`src/rtl/fsub_arbiter_if.sv`:
```
// rtl/fsub_arbiter_if.sv - requester, fsub-pipe and response bundle for fsub_arbiter
interface fsub_arbiter_if #(
  parameter int NREQ = 4,
  parameter int IDW  = 2
);
  logic [NREQ-1:0]    req_valid;
  logic [NREQ-1:0]    req_op;
  logic [NREQ*32-1:0] req_x1;
  logic [NREQ*32-1:0] req_x2;
  logic [NREQ-1:0]    req_ready;
  logic [31:0]        fsub_x1;
  logic [31:0]        fsub_x2;
  logic [31:0]        fsub_y;
  logic               resp_valid;
  logic [IDW-1:0]     resp_id;
  logic [31:0]        resp_data;
  logic [1:0]         inflight;

  modport master (
    output req_valid, req_op, req_x1, req_x2, fsub_y,
    input  req_ready, fsub_x1, fsub_x2, resp_valid, resp_id, resp_data, inflight
  );

  modport slave (
    input  req_valid, req_op, req_x1, req_x2, fsub_y,
    output req_ready, fsub_x1, fsub_x2, resp_valid, resp_id, resp_data, inflight
  );
endinterface

```
`src/rtl/fsub_arbiter.sv`:
```
// rtl/fsub_arbiter.sv - round-robin sharing of one fsub pipe with id tag return
// Optional flush input enabled by FSUB_ARB_FLUSH_EN.
module fsub_arbiter #(
  parameter int NREQ = 4,
  parameter int IDW  = 2,
  parameter int LAT  = 2
) (
  input  logic clk,
  input  logic rst,
`ifdef FSUB_ARB_FLUSH_EN
  input  logic flush,
`endif
  fsub_arbiter_if.slave bus
);

  logic flush_w;
`ifdef FSUB_ARB_FLUSH_EN
  assign flush_w = flush;
`else
  assign flush_w = 1'b0;
`endif

  logic [IDW-1:0]  rr_ptr_q, rr_ptr_d;
  logic [LAT-1:0]  tag_vld_q, tag_vld_d;
  logic [IDW-1:0]  tag_id_q [LAT];
  logic [IDW-1:0]  tag_id_d [LAT];
  logic [1:0]      inflight_q, inflight_d;

  logic            gnt_any;
  logic [IDW-1:0]  gnt_id;
  logic [NREQ-1:0] gnt_oh;
  logic [31:0]     x1_sel, x2_sel;

  // Scan from rr_ptr upward, wrapping at NREQ; first valid requester wins.
  always_comb begin
    int idx;
    idx     = 0;
    gnt_any = 1'b0;
    gnt_id  = '0;
    gnt_oh  = '0;
    for (int k = 0; k < NREQ; k++) begin
      idx = int'(rr_ptr_q) + k;
      if (idx >= NREQ) idx = idx - NREQ;
      if (!gnt_any && bus.req_valid[idx]) begin
        gnt_any = 1'b1;
        gnt_id  = IDW'(idx);
      end
    end
    if (rst || flush_w) gnt_any = 1'b0;
    if (gnt_any) gnt_oh[gnt_id] = 1'b1;
  end

  // Addition is issued as x1 - (-x2).
  always_comb begin
    x1_sel = '0;
    x2_sel = '0;
    if (gnt_any) begin
      x1_sel = bus.req_x1[32*int'(gnt_id) +: 32];
      x2_sel = bus.req_x2[32*int'(gnt_id) +: 32];
      if (bus.req_op[gnt_id]) x2_sel[31] = ~x2_sel[31];
    end
  end

  always_comb begin
    rr_ptr_d   = rr_ptr_q;
    tag_vld_d  = tag_vld_q;
    tag_id_d   = tag_id_q;
    inflight_d = inflight_q;
    if (gnt_any) begin
      if (int'(gnt_id) == NREQ - 1) rr_ptr_d = '0;
      else                          rr_ptr_d = gnt_id + 1'b1;
    end
    tag_vld_d[0] = gnt_any;
    tag_id_d[0]  = gnt_id;
    for (int s = 1; s < LAT; s++) begin
      tag_vld_d[s] = tag_vld_q[s-1];
      tag_id_d[s]  = tag_id_q[s-1];
    end
    if (gnt_any && !tag_vld_q[LAT-1])      inflight_d = inflight_q + 2'd1;
    else if (!gnt_any && tag_vld_q[LAT-1]) inflight_d = inflight_q - 2'd1;
    // Results already inside the fsub are orphaned by clearing their tags.
    if (flush_w) begin
      rr_ptr_d   = '0;
      tag_vld_d  = '0;
      inflight_d = '0;
    end
  end

  always_ff @(posedge clk or posedge rst) begin
    if (rst) begin
      rr_ptr_q   <= '0;
      tag_vld_q  <= '0;
      inflight_q <= '0;
      for (int s = 0; s < LAT; s++) tag_id_q[s] <= '0;
    end else begin
      rr_ptr_q   <= rr_ptr_d;
      tag_vld_q  <= tag_vld_d;
      inflight_q <= inflight_d;
      tag_id_q   <= tag_id_d;
    end
  end

  assign bus.req_ready  = gnt_oh;
  assign bus.fsub_x1    = x1_sel;
  assign bus.fsub_x2    = x2_sel;
  assign bus.resp_valid = tag_vld_q[LAT-1];
  assign bus.resp_id    = tag_id_q[LAT-1];
  assign bus.resp_data  = bus.fsub_y;
  assign bus.inflight   = inflight_q;

endmodule

```
`src/flat_wrapper.sv`:
```
// flat-port wrapper written by rule: the top's interface ports become plain ports
module fsub_arbiter_flat 
#(
  parameter int NREQ = 4,
  parameter int IDW  = 2,
  parameter int LAT  = 2
)
  (clk, rst, bus_req_valid, bus_req_op, bus_req_x1, bus_req_x2, bus_fsub_y, bus_req_ready, bus_fsub_x1, bus_fsub_x2, bus_resp_valid, bus_resp_id, bus_resp_data, bus_inflight);
  fsub_arbiter_if #(.NREQ(NREQ), .IDW(IDW)) bus_i ();
  input  logic clk;
  input  logic rst;
  input wire logic [$bits(bus_i.req_valid)-1:0] bus_req_valid;
  input wire logic [$bits(bus_i.req_op)-1:0] bus_req_op;
  input wire logic [$bits(bus_i.req_x1)-1:0] bus_req_x1;
  input wire logic [$bits(bus_i.req_x2)-1:0] bus_req_x2;
  input wire logic [$bits(bus_i.fsub_y)-1:0] bus_fsub_y;
  output wire logic [$bits(bus_i.req_ready)-1:0] bus_req_ready;
  output wire logic [$bits(bus_i.fsub_x1)-1:0] bus_fsub_x1;
  output wire logic [$bits(bus_i.fsub_x2)-1:0] bus_fsub_x2;
  output wire logic [$bits(bus_i.resp_valid)-1:0] bus_resp_valid;
  output wire logic [$bits(bus_i.resp_id)-1:0] bus_resp_id;
  output wire logic [$bits(bus_i.resp_data)-1:0] bus_resp_data;
  output wire logic [$bits(bus_i.inflight)-1:0] bus_inflight;
  assign bus_i.req_valid = bus_req_valid;
  assign bus_i.req_op = bus_req_op;
  assign bus_i.req_x1 = bus_req_x1;
  assign bus_i.req_x2 = bus_req_x2;
  assign bus_i.fsub_y = bus_fsub_y;
  assign bus_req_ready = bus_i.req_ready;
  assign bus_fsub_x1 = bus_i.fsub_x1;
  assign bus_fsub_x2 = bus_i.fsub_x2;
  assign bus_resp_valid = bus_i.resp_valid;
  assign bus_resp_id = bus_i.resp_id;
  assign bus_resp_data = bus_i.resp_data;
  assign bus_inflight = bus_i.inflight;
  fsub_arbiter #(.NREQ(NREQ), .IDW(IDW), .LAT(LAT)) u_core (.clk(clk), .rst(rst), .bus(bus_i));
endmodule
```
`config.mk`:
```
export PLATFORM = sky130hd
export DESIGN_NAME = fsub_arbiter_flat
export DESIGN_NICKNAME = d
export VERILOG_FILES = /design/src/rtl/fsub_arbiter_if.sv /design/src/rtl/fsub_arbiter.sv /design/src/flat_wrapper.sv
export SDC_FILE = /design/constraint.sdc
export NUM_CORES = 1
export LEC_CHECK = 0
export CAP_MARGIN = 10
export CELL_PAD_IN_SITES_DETAIL_PLACEMENT = 1
export CELL_PAD_IN_SITES_GLOBAL_PLACEMENT = 2
export CORE_UTILIZATION = 11
export DETAILED_ROUTE_END_ITERATION = 12
export PLACE_DENSITY_LB_ADDON = 0.1
export SYNTH_ARGS = -nofsm -noshare
export SYNTH_HDL_FRONTEND = slang
export SYNTH_SLANG_ARGS = --single-unit
```
`constraint.sdc`:
```
create_clock -name clk -period 2.9 [get_ports clk]
set_input_delay 0.58 -clock clk [delete_from_list [all_inputs] [get_ports clk]]
set_output_delay 0.58 -clock clk [all_outputs]
set_load 0.1 [all_outputs]
```
==> flow_summary.json <==
{
  "wl_met2_um": 10100,
  "die_area_mm2": 0.02564,
  "dr.pass1.iters": 3,
  "fillerInstances": 2593,
  "crit_family": "buffers and inverters",
  "pwr-share-seq": 0.030,
  "cp_num_buf_inv": 6,
  "cp-endpoint": "bus_fsub_x2[4]",
  "initial_core_util": 0.1128,
  "viasPerCell": 3.986,
  "grt_max_degree": 21,
  "wl_um": 17950,
  "mostFrequentLayoutCells": "clkdlybuf4s50_1, buf_12, mux2i_2",
  "core_area_mm2": 0.02439,
  "htree_num_levels": 1,
  "fin_skew_ps": 0.3467,
  "yosys_warnings": 0,
  "gp_congestion": 0.8063,
  "maxCapViolations": 0,
  "clk_pin_slew_ps": 40,
  "finalCriticalPeriod_ps": 2822,
  "synth_area_mm2": 0.002750,
  "path_class": "primary input to primary output",
  "worst_r2r_path_depth": 8,
  "r2r-start": "u_core.rr_ptr_q[0]$_DFFE_PP0P_",
  "grt_pass1_wl_um": 27000,
  "dp_hpwl_um": 14960,
  "rows": 57,
  "drive_gt1_frac": 0.4692,
  "path_max_fanout": 8,
  "ant_nets": 0,
  "synth-seq-cells": 10,
  "finalNetCount": 937,
  "rsz0062_at_grt": "false",
  "drc_errors": 0,
  "p_leak_uw": 0.003184,
  "grt_use_total": 0.1371,
  "power_switching_uw": 3890,
  "critical_path.cell_chain": "dlygate4sd2_1 -> buf_4 -> o22a_4 -> buf_12 -> buf_16 -> buf_16 -> mux2i_4 -> o22ai_4 -> buf_12",
  "antenna_cells": 0,
  "intPower_uw": 3359,
  "cp.required_ps": 2320,
  "fin_crit_sh": 0.9731,
  "relSlewSlack": 0.7426,
  "synth_top_area_cell": "mux2i_1",
  "setup_viol": 0,
  "holdBufCountCts": 0,
  "syn-instance-count": 300,
  "drv_slew": 0,
  "fin_util": 0.3694,
  "syn_nets": 603,
  "outcome": "finished clean",
  "hold_class": "register to register",
  "grt_pass1_vias": 4353,
  "cts_root_buffer": "clkbuf_16",
  "synth_edf_count": 0,
  "slowest_delay_ps": 260,
  "gr-total-overflow": 0,
  "highest_layer": "met4",
  "fin_hold_ws_ps": 348.4,
  "reg2reg_slack_ps": 820,
  "crit_path_end_kind": "primary output",
  "numPortBuffers": 338,
  "worstSkewPairLatency_ps": 230,
  "ys_async_sr_fraction": 1.000,
  "swShare": 0.5366,
  "cts_sinks": 10,
  "pwr-share-comb": 0.933,
  "wl_per_cell_um": 18.76,
  "cts_tree": "done",
  "cp-start-kind": "primary input",
  "drt_first_iter_violations": 67,
  "numCtsBuffers": 3,
  "antenna_found_initial": 0,
  "power.density_mw_per_mm2": 804.5,
  "startpoint": "bus_req_valid[3]",
  "ys_seq_area_frac": 0.09099,
  "tightest_slew_ps": 375.3,
  "cp_data_arrival_time_ps": 2240,
  "met1_length_um": 6426,
  "die_y_um": 160.1,
  "max_freq_mhz": 354.3,
  "vdd_drop_max_mv": 0.3727,
  "area_growth_pct": 227.7,
  "pin_count": 403,
  "reg2reg_to": "u_core.rr_ptr_q[1]$_DFFE_PP0P_",
  "fp.dieW_um": 160.1,
  "clkPwrFrac": 0.037,
  "cp_slowest_cell": "dlygate4sd2_1",
  "min_path_cells": 0,
  "synth.area.top_cells": "mux2i_1, o22ai_1, dfrtp_1",
  "wl_met3_um": 1283,
  "synthFlopType": "dfrtp_1",
  "vias": 3815,
  "clock_path_buffers": 2,
  "syn_area_per_cell_um2": 9.167,
  "layout_commonest_cell": "clkdlybuf4s50_1",
  "finalHoldViolCount": 0,
  "critical_path_depth": 9,
  "synth.distinct_cells": 27,
  "yosys.area.top_type_share": 0.4659
}
==> worst min-delay path by stage <==
| stage | from | end | slack, ps |
|---|---|---|---|
| after floorplan | u_core.tag_id_d[0]$_DFF_PP0_ | u_core.bus.resp_id[0]$_DFF_PP0_ | 330 |
| after global placement | u_core.tag_id_d[1]$_DFF_PP0_ | u_core.bus.resp_id[1]$_DFF_PP0_ | 330 |
| after detailed placement | u_core.tag_id_d[1]$_DFF_PP0_ | u_core.bus.resp_id[1]$_DFF_PP0_ | 340 |
| after CTS | u_core.tag_id_d[1]$_DFF_PP0_ | u_core.bus.resp_id[1]$_DFF_PP0_ | 350 |
| after global routing | u_core.tag_id_d[1]$_DFF_PP0_ | u_core.bus.resp_id[1]$_DFF_PP0_ | 350 |
| final | u_core.tag_id_d[1]$_DFF_PP0_ | u_core.bus.resp_id[1]$_DFF_PP0_ | 350 |
==> sequential cells by signal, indices dropped and copies added (netlist names) <==
| name | count |
|---|---|
| u_core.rr_ptr_q | 2 |
| u_core.tag_id_d | 2 |
| u_core.bus.inflight | 2 |
| u_core.bus.resp_id | 2 |
| u_core.tag_vld_q | 2 |
==> cell families after synthesis <==
kind of cell	after synthesis	share of synthesized area
AO/OA/AOI/OAI	72	0.1724
adder cells (fa/ha/maj)	5	0.02275
multiplexers	129	0.4700
XOR/XNOR	7	0.02229
flip-flops	10	0.09099
AND/OR/NAND/NOR	11	0.02138
buffers and inverters	66	0.2002
==> synthesized netlist by cell type, types with 3 or more instances <==
library cell    n
ha_1            5
and2_1          4
buf_12          5
dfrtp_1        10
buf_8           6
clkbuf_4        3
buf_4          32
inv_1           4
xor2_1          6
buf_2          12
o22ai_1        65
mux2i_1       128
==> metrics by stage <==
| stage | std cells | total power [uW] | instance area, um2 | setup TNS (ps) | setup slack (ps) |
|---|---|---|---|---|---|
| after CTS | 955 | 7310 | 8987 | 0 | 0.4876 |
| after global placement | 942 | 6186 | 7999 | -14760 | -267.0 |
| after detailed placement | 942 | 6239 | 7999 | -17800 | -324.3 |
| after floorplan | 300 | 4379 | 3547 | -3286 | -653.7 |
| final | 957 | 7249 | 9011 | 0 | 77.87 |
| after global routing | 957 | 7511 | 9011 | 0 | 14.50 |
==> repair_timing <==
action | 4_1_cts | 5_1_grt
buffers inserted | 3 | 2
pin swaps | 8 | 1
gates resized for setup | 149 | 7
setup endpoints to repair | 68 | 45
gates cloned | 6 | 0
==> layer usage <==
layer / vias up / GRT usage
met5: - / 0
li1: 1801 / -
met2: 185 / 0.2727
met4: 0 / 0.01558
met1: 1807 / 0.1500
met3: 22 / 0.02935
==> power by group through the flow <==
stage                     Sequential [uW]  Combinational, uW  Clock, uW
after floorplan                       401               3980          0
after global placement                227               5960          0
after detailed placement              229               6010          0
after CTS                             228               6810        274
after global routing                  224               7010        281
final                                 219               6760        268
==> layout make-up <==
class,count,area (um2),share of cell area
well taps,324,405.4,0.04499
clock buffers,4,88.84,0.009858
repair buffers,389,4815,0.5343
multi-input cells,224,3427,0.3803
flip-flops and latches,10,252.7,0.02805
inverters,6,22.52,0.002499
Note: power is estimated with default switching activity, not from simulation.
